**src/rtl/wb_port_arbiter.sv**
```systemverilog
// wb_port_arbiter
// Shares the single register-file write port between two requesters:
//   A - single-cycle ALU writeback. It has priority and no backpressure.
//   B - multi-cycle load/multiply unit. One result is buffered in a hold register.
// B can be held for at most MAX_WAIT consecutive A wins. After that the
// arbiter stalls the A pipeline for one cycle and writes the held B result.
//
// Ports:
//   clk, rst_n           clock, asynchronous active-low reset
//   aValid/aReg/aData    A writeback request (held stable by upstream while stallA=1)
//   bValid/bReady        B result handshake (accepted when both are high)
//   bReg/bData           B result
//   stallA               freeze the A pipeline for one cycle
//   wbSel                registered mux select, 0 = A path, 1 = B path
//   wbEn/wbReg/wbData    registered register-file write port
module wb_port_arbiter #(
  parameter int DATA_W   = 64,
  parameter int REG_W    = 5,
  parameter int MAX_WAIT = 4,
  parameter int ZERO_REG = 31
) (
  input  logic              clk,
  input  logic              rst_n,
  input  logic              aValid,
  input  logic [REG_W-1:0]  aReg,
  input  logic [DATA_W-1:0] aData,
  input  logic              bValid,
  output logic              bReady,
  input  logic [REG_W-1:0]  bReg,
  input  logic [DATA_W-1:0] bData,
  output logic              stallA,
  output logic              wbSel,
  output logic              wbEn,
  output logic [REG_W-1:0]  wbReg,
  output logic [DATA_W-1:0] wbData
);

  // IDLE means the hold register is empty. WAIT and FORCE both mean it is occupied.
  typedef enum logic [1:0] {
    IDLE  = 2'd0,
    WAIT  = 2'd1,
    FORCE = 2'd2
  } state_t;

  localparam logic [2:0]       MAX_CNT  = 3'(MAX_WAIT);
  localparam logic [REG_W-1:0] ZERO_IDX = REG_W'(ZERO_REG);

  state_t              state_q, state_d;
  logic [2:0]          cnt_q, cnt_d;
  logic [2:0]          cnt_inc;
  logic [REG_W-1:0]    hold_reg_q;
  logic [DATA_W-1:0]   hold_data_q;
  logic                capture;
  logic                grant_a, grant_b;
  logic [REG_W-1:0]    grant_reg;
  logic [DATA_W-1:0]   grant_data;

  assign bReady  = (state_q == IDLE);
  assign stallA  = (state_q == FORCE);
  assign cnt_inc = cnt_q + 3'd1;

  // Next-state and grant decision. A result captured in IDLE is not granted
  // in the same cycle: the grant in IDLE can only go to A.
  always_comb begin
    state_d = state_q;
    cnt_d   = cnt_q;
    grant_a = 1'b0;
    grant_b = 1'b0;
    capture = 1'b0;
    case (state_q)
      IDLE: begin
        grant_a = aValid;
        if (bValid) begin
          capture = 1'b1;
          state_d = WAIT;
          cnt_d   = 3'd0;
        end
      end
      WAIT: begin
        if (!aValid) begin
          grant_b = 1'b1;
          state_d = IDLE;
          cnt_d   = 3'd0;
        end else begin
          grant_a = 1'b1;
          cnt_d   = cnt_inc;
          if (cnt_inc == MAX_CNT) begin
            state_d = FORCE;
          end
        end
      end
      FORCE: begin
        // A is frozen upstream, so it re-presents the same request next cycle.
        grant_b = 1'b1;
        state_d = IDLE;
        cnt_d   = 3'd0;
      end
      default: begin
        state_d = IDLE;
        cnt_d   = 3'd0;
      end
    endcase
  end

  assign grant_reg  = grant_b ? hold_reg_q  : aReg;
  assign grant_data = grant_b ? hold_data_q : aData;

  // State and wait counter. Reset discards any held B result.
  always_ff @(posedge clk or negedge rst_n) begin
    if (!rst_n) begin
      state_q <= IDLE;
      cnt_q   <= 3'd0;
    end else begin
      state_q <= state_d;
      cnt_q   <= cnt_d;
    end
  end

  // Hold register. It is loaded only when a B result is accepted.
  always_ff @(posedge clk or negedge rst_n) begin
    if (!rst_n) begin
      hold_reg_q  <= '0;
      hold_data_q <= '0;
    end else if (capture) begin
      hold_reg_q  <= bReg;
      hold_data_q <= bData;
    end
  end

  // Registered write port. A grant to the zero register still updates
  // reg/data/select but leaves the write enable low. With no grant, only
  // the enable drops.
  always_ff @(posedge clk or negedge rst_n) begin
    if (!rst_n) begin
      wbEn   <= 1'b0;
      wbSel  <= 1'b0;
      wbReg  <= '0;
      wbData <= '0;
    end else if (grant_a || grant_b) begin
      wbEn   <= (grant_reg != ZERO_IDX);
      wbSel  <= grant_b;
      wbReg  <= grant_reg;
      wbData <= grant_data;
    end else begin
      wbEn   <= 1'b0;
    end
  end

endmodule

```
**config.mk**
```make
export PLATFORM = sky130hd
export DESIGN_NAME = wb_port_arbiter
export DESIGN_NICKNAME = d
export VERILOG_FILES = /design/src/rtl/wb_port_arbiter.sv
export SDC_FILE = /design/constraint.sdc
export NUM_CORES = 1
export LEC_CHECK = 0
export ABC_AREA = 1
export CAP_MARGIN = 10
export CORE_ASPECT_RATIO = 0.6
export CORE_MARGIN = 1.5
export CORE_UTILIZATION = 50
export DETAILED_ROUTE_END_ITERATION = 16
export GPL_ROUTABILITY_DRIVEN = 0
export PLACE_DENSITY = 0.83
export SLEW_MARGIN = 20
export SYNTH_ARGS = -nofsm -noshare
export SYNTH_HDL_FRONTEND = slang
export SYNTH_SLANG_ARGS = --single-unit
```
**constraint.sdc**
```tcl
create_clock -name clk -period 2.8 [get_ports clk]
set_clock_uncertainty 0.05 [all_clocks]
set_input_delay 0.56 -clock clk [delete_from_list [all_inputs] [get_ports clk]]
set_output_delay 0.56 -clock clk [all_outputs]
set_load 0.1 [all_outputs]
```
==> metrics, run 1 <==
run status=finished clean; Worst setup EP type=primary output; GR Overflow Total=0; detailed placement HPWL=12.1 mm; register area share after synthesis=56.6%; IO Pins=215; CTS root buf=clkbuf_16; initial antenna violation count=0; area taken by multi-input logic gates=2320 sq um; Setup TNS Final=0 ns; Rel. slew slack=47.4%; fin. max-slew vios=0; clock sink total=145; fin crit share=76.4%; Final Hold Fails=0; Core Rows=31; Vias per Instance=5.44; clk_lat worst skew=0.41 ns; MaxCap Viol Count=0; Die H=90.7 um; critical path type=register to primary output; reg2reg end=wbData[51]$_DFFE_PN0P_; layout cells sized above 1=24.9%; post-CTS sizing=0; DIE WIDTH=149 um; Post-Syn Instances=622; commonest non-fill, non-tap cell in the layout=dfrtp_1; Post-DRT Antenna Nets=0; largest net degree at the start of global routing=146; first-pass GRT wire length=28.7 mm; Yosys cell types=24; Filler cells=888; initial DRC count=301; H-tree levels=4; vias in the first global route=5578; Initial DRT Pass Iterations=5; RSZ-0062 raised after global routing=no; number of buffers added on ports=214; core area=12300 sq um; drt wl/cell=17.6 um; post-synthesis cell area=6410 sq um; FF-to-FF setup slack=0.77 ns; DR vias=5447; fmax=468 MHz; Seq. cell area=3630 sq um; area grow syn2layout=41.3%; CTS Buf Count=17; CTS Buffer Depth=2; Slew @ Worst Pin=0.790 ns; flops & latches, synth=145; Die ar.=13500 sq um; Tot GR Track Use=27.3%; Hold WC Path Type=input pin to async pin; Total Nets Final=970; Reg2Reg Depth=6; most frequent cells in the layout=dfrtp_1, clkdlybuf4s50_1, nand3_1, buf_4, nor2_1; CTS tree=built; initial core utilization=52.3%; setup violators final=0; Worst-path clk slew=0.06 ns; Yosys Warn Count=0; mean post-synth cell area=10.3 sq um; Post-CTS Setup Inserts=0; Worst Path Arrival=1.53 ns; # hold bufs at CTS=0; Net Count, Synth=769; Tmin final=2.14 ns; drc violations=0; # diodes=0; CP Launch Type=register; Worst EP required=2.19 ns; Crit Reg-Reg Startpoint=state_q[0]$_DFFE_PN0P_; Post-Route WL=17.6 mm; Max Fanout on Critical Path=4
## synth_stat cells
master	instances	share of area [%]
dfrtp_1	145	57
nand3_1	111	8.7
nor2_1	55	3.2
nand2_1	53	3.1
inv_1	48	2.8
a21oi_1	45	3.5
nand2_2	31	3.0
buf_2	29	2.3
o211ai_2	29	5.7
mux2_2	25	4.4
o211ai_1	15	1.8
clkbuf_1	6	0.35
a31oi_1	5	0.49
ha_1	5	0.98
buf_12	3	0.94
buf_6	3	0.53
inv_2	3	0.18
a22o_1	2	0.27
buf_4	2	0.23
nand2_4	2	0.35
o21ai_0	2	0.16
a21oi_4	1	0.25
nor2_2	1	0.098
xor2_1	1	0.14
## how the worst max path moves through the flow
stage	from	end	cells past startpoint
5_1_grt	state_q[1]$_DFFE_PN0P_	bReady	3
2_1_floorplan	state_q[0]$_DFFE_PN0P_	wbData[25]$_DFFE_PN0P_	9
3_3_place_gp	aValid	wbReg[3]$_DFFE_PN0P_	9
3_5_place_dp	aValid	wbData[41]$_DFFE_PN0P_	8
4_1_cts	state_q[1]$_DFFE_PN0P_	bReady	3
6_report	state_q[0]$_DFFE_PN0P_	bReady	3
## stage by stage
stage          util (%)  hold WS, ns  setup slack, ns  instance area [sq um]  cells
3_5_place_dp       69.0        0.433            0.487                   8460    969
6_report           73.9        0.177            0.662                   9050   1001
4_1_cts            73.9        0.240            0.646                   9050   1001
2_1_floorplan         -        0.214            0.582                   6410    622
5_1_grt            73.9        0.269            0.601                   9050   1001
3_3_place_gp       69.0        0.416            0.563                   8460    969
## critical path, cell delays in order (launching register included)
cell and delay (ns):
dfrtp_1 0.40, inv_1 0.09, ha_1 0.28, buf_4 0.34
## layout make-up
cell class                 instances  area share (%)
clock buffer                      19            4.78
clock inverter                    13            1.80
inverter                          51            2.11
multi-input combinational        383            25.7
sequential                       145            40.1
tap                              165            2.28
timing repair buffer             225            23.3
## kinds of logic after synthesis
logic type                 Yosys count  synth area share (%)
xor gates and xnor gates             1                 0.137
DFF                                145                  56.6
AOI/OAI and AO/OA                   99                  12.1
and+or+nand+nor                    253                  18.5
muxes                               25                  4.39
adders and majority gates            5                 0.976
buffers and inverters               94                  7.30
## layer usage
metal	vias up	global-route usage [%]	routed length, um
met5	-	0	0
met4	0	8.83	310
met3	31	8.84	1700
met2	239	43.9	8430
met1	2679	35.0	7140
li1	2498	-	-
## registers in the layout, summed over array words and instances, names as in the netlist
register	count
hold_data_q	64
wbData	64
hold_reg_q	5
wbReg	5
cnt_q	3
state_q	2
wbEn	1
wbSel	1
Power of run 1 is left out: the tool's default activity adds up to more than one toggle a clock period on the data nets, which glitch-free logic cannot reach.
==> inputs of run 2 (changes only) <==
Settings changed: CORE_UTILIZATION 50 to 46, PLACE_DENSITY 0.83 to 0.77.
Clock period 2.8 ns to 2 ns, I/O delays scaled along.
==> run 2 against run 1 <==
  * Cell count grew 1.7%
  * Global-route usage shrank 2.8 points
  * Die area grew 8.5%
  * Non-clock buffer count grew 8
  * Critical path type unchanged
  * Critical endpoint unchanged
==> metrics, run 2 (same netlist as run 1, synthesis figures left out) <==
GR Overflow Total=0; # diodes=0; clock sink total=145; Hold WC Path Type=input pin to async pin; crit-path cells=inv_1, ha_2, buf_12; slowest cell on the critical path=dfrtp_1; most frequent cells in the layout=dfrtp_1, clkdlybuf4s50_1, nand3_1, buf_4, nor2_1; CTS tree=built; setup violators final=0; layout cells sized above 1=25.6%; critical path type=register to primary output; CTS root buf=clkbuf_16; CP max stage delay=0.40 ns; H-tree levels=4; CTS Buffer Depth=2; Reg2Reg Depth=8; Slew @ Worst Pin=0.465 ns; largest net degree at the start of global routing=47; Rel. slew slack=69.0%; detailed placement HPWL=12.4 mm; Worst Path Arrival=1.38 ns; fin. max-slew vios=0; clk_lat worst skew=0.40 ns; fin crit share=91.3%; number of buffers added on ports=214; drc violations=0; Die ar.=14700 sq um; initial antenna violation count=0; post-CTS sizing=0; Max Fanout on Critical Path=4; DIE WIDTH=155 um; cell area after layout=9230 sq um; initial DRC count=369; Total Nets Final=978; commonest non-fill, non-tap cell in the layout=dfrtp_1; Core Rows=33; Tot GR Track Use=24.5%; Regs by FF count=hold_data_q: 64 flops, wbData: 64 flops; DR vias=5363; Area after DPL=8650 sq um; area grow syn2layout=44.0%; fin util=67.7%; core area=13600 sq um; CTS Buf Count=17; Post-DRT Antenna Nets=0; drt wl/cell=17.1 um; MaxCap Viol Count=0; Setup TNS Final=0 ns; Initial DRT Pass Iterations=4; initial core utilization=47.0%; Post-CTS Setup Inserts=0; run status=finished clean; IO Pins=215; vias in the first global route=5359; Tmin final=1.83 ns; RSZ-0062 raised after global routing=no; Placed Cells incl. Taps=986; first-pass GRT wire length=27.7 mm; Filler cells=1004; Seq. cell area=3630 sq um; Post-Route WL=17.5 mm; area taken by multi-input logic gates=2330 sq um; Die H=94.4 um; Worst setup EP type=primary output; fmax=547 MHz; Vias per Instance=5.27; Worst-path clk slew=0.06 ns; Final Hold Fails=0; CP Launch Type=register; Non-Filler Instances=1018; Worst EP required=1.55 ns
## run 2: changes by cell type in the layout (fill, tap and decap cells not counted)
cell	before	now
buf_12	5	15
buf_4	79	76
bufinv_16	3	2
clkinv_2	3	2
clkinv_4	3	0
clkinvlp_4	3	5
dlygate4sd3_1	0	1
ha_1	5	3
ha_2	0	2
inv_6	1	3
## run 2: final cells by class
class,count,share of cell area (%)
clock buffers,19,4.69
flip-flops and latches,145,39.3
clock inverters,12,1.45
multi-input cells,383,25.2
repair buffers,233,24.9
inverters,51,2.07
well taps,175,2.37
## run 2: critical path: cells and delay by family (launching register included)
kind | cells | cell delay, ns
buffers and inverters | 2 | 0.30
adders and majority gates | 1 | 0.27
DFF | 1 | 0.40
## run 2: repair_timing
action / 4_1_cts / 5_1_grt
setup endpoints to repair: 0 / 0
hold buffers: 1 / 0
hold endpoints to repair: 43 / 0
## run 2: per-stage QoR
| stage | hold WS, ns | worst slack [ns] |
|---|---|---|
| 2_1_floorplan | 0.0544 | 0.0965 |
| 3_3_place_gp | 0.309 | 0.0685 |
| 4_1_cts | 0.441 | 0.156 |
| 5_1_grt | 0.466 | 0.0733 |
| 3_5_place_dp | 0.316 | 0.00383 |
| 6_report | 0.437 | 0.173 |
## run 2: path summary, 6_finish.rpt
path | to | from | slack (ns)
setup / recovery | bReady | state_q[0]$_DFFE_PN0P_ | 0.17
hold / removal | wbData[25]$_DFFE_PN0P_ | rst_n | 0.44
setup reg to reg | wbData[13]$_DFFE_PN0P_ | state_q[1]$_DFFE_PN0P_ | 0.19
hold reg to reg | wbData[61]$_DFFE_PN0P_ | wbData[61]$_DFFE_PN0P_ | 0.44
max in group asynchronous | wbData[13]$_DFFE_PN0P_ | rst_n | 0.85
min in group clk | wbData[61]$_DFFE_PN0P_ | wbData[61]$_DFFE_PN0P_ | 0.44
## run 2: layer usage
metal | part of all wire (%) | global-route usage (%) | up-vias
li1 | - | - | 2518
met1 | 45 | 33.9 | 2576
met2 | 44 | 37.6 | 256
met3 | 10 | 8.35 | 13
met4 | 0.64 | 5.56 | 0
met5 | 0 | 0 | -
Power of run 2 is left out for the same reason.
==> inputs of run 3 (changes only) <==
Settings changed: ABC_CLOCK_PERIOD_IN_PS from default to 2000.
==> results of run 3 <==
No change in the layout: final DEF, timing and power equal those of run 2.
Power of run 3 is left out for the same reason.
